### src/rtl/sub_pkg.sv
// Shared types and defaults for the bit-serial subtractor.
// Exports the FSM state enum and the default operand width.
package sub_pkg;

    typedef enum logic [1:0] {
        IDLE,
        SHIFT,
        DONE
    } sub_state_e;

    localparam int DEF_WIDTH = 4;

endpackage

### src/rtl/serial_subtractor_full_subtractor.sv
// One-bit combinational full subtractor: d = a - b - bin.
// Ports: a, b, bin (in) ; d (difference), bout (borrow-out).
module full_subtractor (
    input  logic a,
    input  logic b,
    input  logic bin,
    output logic d,
    output logic bout
);

    assign d    = a ^ b ^ bin;
    // Borrow when b exceeds a, or when a==b and a borrow comes in.
    assign bout = (~a & b) | (~(a ^ b) & bin);

endmodule

### src/rtl/serial_subtractor.sv
// Bit-serial WIDTH-bit subtractor, LSB first, one bit per clock.
// Ports: clk, rst_n (sync, active-low); in_valid/in_ready with A, B, Bin;
//        out_valid/out_ready with Diff, Bout; busy high while shifting.
module serial_subtractor
    import sub_pkg::*;
#(
    parameter int WIDTH = DEF_WIDTH
) (
    input  logic             clk,
    input  logic             rst_n,
    input  logic             in_valid,
    output logic             in_ready,
    input  logic [WIDTH-1:0] A,
    input  logic [WIDTH-1:0] B,
    input  logic             Bin,
    output logic             out_valid,
    input  logic             out_ready,
    output logic [WIDTH-1:0] Diff,
    output logic             Bout,
    output logic             busy
);

    localparam int CW = $clog2(WIDTH);
    localparam logic [CW-1:0] LAST = CW'(WIDTH - 1);

    sub_state_e       r_state;
    sub_state_e       w_next;
    logic [WIDTH-1:0] r_a_sh;
    logic [WIDTH-1:0] r_b_sh;
    logic [WIDTH-1:0] r_diff_sh;
    logic             r_br;
    logic [CW-1:0]    r_cnt;
    logic [WIDTH-1:0] r_diff;
    logic             r_bout;
    logic             w_d;
    logic             w_bout;
    logic [WIDTH-1:0] w_diff_nx;

    full_subtractor u_fs (
        .a    (r_a_sh[0]),
        .b    (r_b_sh[0]),
        .bin  (r_br),
        .d    (w_d),
        .bout (w_bout)
    );

    // New difference bit enters at the MSB so the LSB lands at bit 0.
    assign w_diff_nx = {w_d, r_diff_sh[WIDTH-1:1]};

    assign in_ready  = (r_state == IDLE);
    assign busy      = (r_state == SHIFT);
    assign out_valid = (r_state == DONE);
    assign Diff      = r_diff;
    assign Bout      = r_bout;

    always_comb begin
        w_next = r_state;
        unique case (r_state)
            IDLE:    if (in_valid) w_next = SHIFT;
            SHIFT:   if (r_cnt == LAST) w_next = DONE;
            DONE:    if (out_ready) w_next = IDLE;
            default: w_next = IDLE;
        endcase
    end

    always_ff @(posedge clk) begin
        if (!rst_n) begin
            r_state <= IDLE;
        end else begin
            r_state <= w_next;
        end
    end

    always_ff @(posedge clk) begin
        if (!rst_n) begin
            r_a_sh    <= '0;
            r_b_sh    <= '0;
            r_diff_sh <= '0;
            r_br      <= 1'b0;
            r_cnt     <= '0;
            r_diff    <= '0;
            r_bout    <= 1'b0;
        end else begin
            case (r_state)
                IDLE: begin
                    if (in_valid) begin
                        r_a_sh <= A;
                        r_b_sh <= B;
                        r_br   <= Bin;
                        r_cnt  <= '0;
                    end
                end
                SHIFT: begin
                    r_a_sh    <= r_a_sh >> 1;
                    r_b_sh    <= r_b_sh >> 1;
                    r_br      <= w_bout;
                    r_diff_sh <= w_diff_nx;
                    // Hold the counter on the last bit so it never wraps.
                    if (r_cnt == LAST) begin
                        r_diff <= w_diff_nx;
                        r_bout <= w_bout;
                    end else begin
                        r_cnt <= r_cnt + 1'b1;
                    end
                end
                default: ;
            endcase
        end
    end

endmodule
### config.mk
export PLATFORM = sky130hd
export DESIGN_NAME = serial_subtractor
export DESIGN_NICKNAME = d
export VERILOG_FILES = /design/src/rtl/sub_pkg.sv /design/src/rtl/serial_subtractor_full_subtractor.sv /design/src/rtl/serial_subtractor.sv
export SDC_FILE = /design/constraint.sdc
export NUM_CORES = 1
export LEC_CHECK = 0
export BUFFER_PORTS_ARGS = -buffer_cell sky130_fd_sc_hd__buf_4
export CORE_UTILIZATION = 45
export CTS_CLUSTER_SIZE = 28
export DETAILED_ROUTE_END_ITERATION = 8
export MAX_ROUTING_LAYER = met4
export PLACE_DENSITY = 0.8
export SLEW_MARGIN = 20
export SYNTH_ARGS = -nofsm -noshare
export SYNTH_HDL_FRONTEND = slang
export SYNTH_HIERARCHICAL = 1
export SYNTH_SLANG_ARGS = --single-unit
export TNS_END_PERCENT = 1
### constraint.sdc
create_clock -name clk -period 1.2 [get_ports clk]
set_input_delay 0.12 -clock clk [delete_from_list [all_inputs] [get_ports clk]]
set_output_delay 0.12 -clock clk [all_outputs]
set_load 0.01 [all_outputs]
==> key figures <==
Detailed routing
  • Post-route DRC: 0
  • Vias: 791
  • Routed len/inst: 12.9 um
  • Initial detailed-routing violation count: 18
  • Detailed Route WL: 1.98 mm
  • Drt first pass iters: 4
  • Via density: 5.14
  • Post-DRT Antenna Nets: 0

STA
  • Max-slew violations: 0
  • RSZ-0062 raised after global routing: yes
  • Final setup fails: 1
  • Slew Limit Headroom: 83.7%
  • Clock Skews: 5.04 ps
  • Final Cycle Share: 102%
  • Final hold violation count: 0
  • Worst slew pin tran: 241 ps
  • Final WS setup: -18.1 ps
  • Final min period: 1220 ps
  • FMAX: 0.821 GHz

Setup path
  • Crit end category: flop
  • CP bufs+invs: 0
  • Kind of cell adding the most delay to the critical path: adder cells
  • Crit-path cells: fa_2, nand3_1, a21oi_1
  • Critical Path Max Stage Delay: 580 ps
  • CP Max Fanout: 2
  • Worst EP required: 1440 ps
  • Arrival time at the worst endpoint: 1450 ps
  • Startpoint Class: flop
  • Critical path type: flop to flop
  • CP max stage cell: fa_2

Clocking
  • Root buf cell: clkbuf_4
  • Cts bufs inserted: 3
  • Clock sink total: 21
  • Clock tree buffer depth: 2
  • TritonCTS clock tree: yes
  • H-Tree Depth: 1
  • Clk_lat worst skew: 300 ps
  • Hold_buf cts: 0
  • Clk slew on worst S/H paths: 110 ps

Synth
  • Mapped Area: just under 0.001 mm2
  • Synth top area cells: dfxtp_1 42%, mux2i_1 12%, a211oi_2 6.3%
  • Post-Syn Instances: 102
  • Largest family of logic cells by synthesized area: simple AND/OR/NAND/NOR gates
  • Synth Area in Simple Gates: 17.5%
  • Seq cells post-synth: 21
  • Top-area cell type share of the netlist area: between 40% and 50%
  • Post-synth top area cell: dfxtp_1
  • Mapped Nets: 117
  • Post-synthesis sequential area ratio: between 40% and 50%
  • Synth Area in Adders: 3.28%
  • Xor/xnor share of the synthesized area: 0%
  • Ys Warns: 6
  • Post-synthesis compound-gate area fraction: 16.1%
  • Synth cell types: 25
  • Multiplexer share of the synthesized area: 12.1%
  • Syn Area/Cell: about 9.7 um2

Outcome
  • Failing checks: setup timing
  • Outcome: complete, but fails checks

GRT
  • Vias in the first global route: 795
  • First-pass GRT wire length: about 3.4 mm
  • Initial antenna violation count: 0
  • Largest net degree at the start of global routing: 22
  • Total grt overflow: 0
  • Global Route Usage Sum: 18.7%

Run
  • Maxcap violations: 0

Finish
  • Final instance area: 0.00125 mm2
  • Final Util: about three fifths
  • Share of cells above drive strength 1: between 40 and 50%
  • Area Overhead vs Synth: 26.2%
  • Most common cell after layout, fill and taps aside: buf_4
  • ANT cells: 0
  • Post-Layout Cell Count: around 150
  • Commonest non-fill, non-tap cells in the layout: 27 x buf_4, 16 x dfxtp_1, 13 x nor2_1
  • Post-layout nets: approximately 140

Floorplanning
  • Die ar.: between 0.002 and 0.0025 mm2
  • Core footprint: 0.00202 mm2
  • Ports: 21
  • Site Rows: 16
  • Die X: 49.0 um
  • Initial core utilization: 49.1%
  • Die H: 49.0 um

Place
  • PortBufs: 20
  • Gpl congestion: roughly 0.75
  • Placed Cells incl. Taps: 149
  • Placed cell areas: about 0.0012 mm2
  • Post-DP HPWL: about 1.4 mm

Worst hold path
  • Worst hold path type: primary input to flop

Pwr
  • Leakage: 0.534 nW
  • Worst IR Drop VDD: 548 uV
  • Pwr/cell area: 1070 mW/mm2
  • Overall power: 1.34 mW
==> worst reg2reg max path: stages, from the launching register on <==
cell and delay [ps]:
dfxtp_2 360, fa_2 580, nand3_1 80, a21oi_1 130
==> cell usage after synthesis <==
library cell,instances
ha_1,1
and2b_1,1
a211oi_1,2
dfxtp_1,21
buf_2,2
clkbuf_1,2
nand3_1,6
nand4bb_1,2
a21oi_1,8
o21ai_0,4
buf_6,3
inv_1,5
nor2_1,14
nand2b_1,1
nor3_1,1
a31oi_1,2
a211oi_2,5
buf_8,1
nand2_1,4
mux2i_1,12
nand3b_4,1
o21ba_2,1
fa_1,1
nor4b_1,1
nor2b_1,1
==> stage by stage <==
| step | hold slack, ps | setup slack (ps) | setup TNS (ps) |
|---|---|---|---|
| finish | 89.7 | -18.1 | -18.1 |
| global route | 87.2 | -68.6 | -192 |
| CTS | 73.6 | -3.76 | -3.76 |
| detailed placement | 418 | 0.610 | 0 |
| global placement | 390 | 53.2 | 0 |
| floorplan | 272 | 71.0 | 0 |
==> final cells by class <==
type	count	area (um2)
Fill cell	173	769
Tap cell	27	33.8
Multi-Input combinational cell	68	519
Timing Repair Buffer	29	225
Clock buffer	4	26.3
Sequential cell	21	429
Inverter	5	18.8
==> registers in the layout (all words and copies together), names as in the netlist <==
name,count
r_br,1
r_state,2
r_cnt,2
r_a_sh,4
r_b_sh,4
Bout,1
r_diff_sh,3
Diff,4
==> final timing paths <==
path	startpoint	end	slack, ps	cells after the start
worst max-delay path	r_a_sh[0]	Diff[3]	-20	3
worst min-delay path	out_ready	r_state[1]	90	3
worst max register to register	r_a_sh[0]	Diff[3]	-20	3
worst min register to register	Diff[1]	Diff[1]	470	2
==> report_power, final <==
group,switching [mW],internal [mW]
Clock,0.207,0.130
Combinational,0.114,0.127
Sequential,0.0268,0.735
Total,0.348,0.992
==> repair_timing <==
action,CTS,global route
buffers inserted,1,0
pin swaps,0,1
endpoints found under the hold margin,0,0
gates resized for setup,8,10
endpoints found under the setup margin,6,10
==> kinds of logic (layout without fill, tap and decap cells) <==
family,count (synthesis),after routing
AOI/OAI and AO/OA,22,22
adders and majority gates,2,2
buffers and inverters,13,38
DFF,21,21
muxes,12,12
and+or+nand+nor,32,32
==> layer usage <==
metal	track usage, %	wire [um]	up-vias
met5	-	0	-
met4	8.82	20	0
met3	1.87	53	2
met2	32.9	1070	17
met1	21.2	836	365
li1	-	-	407
Power figures use the tool's default switching activity.
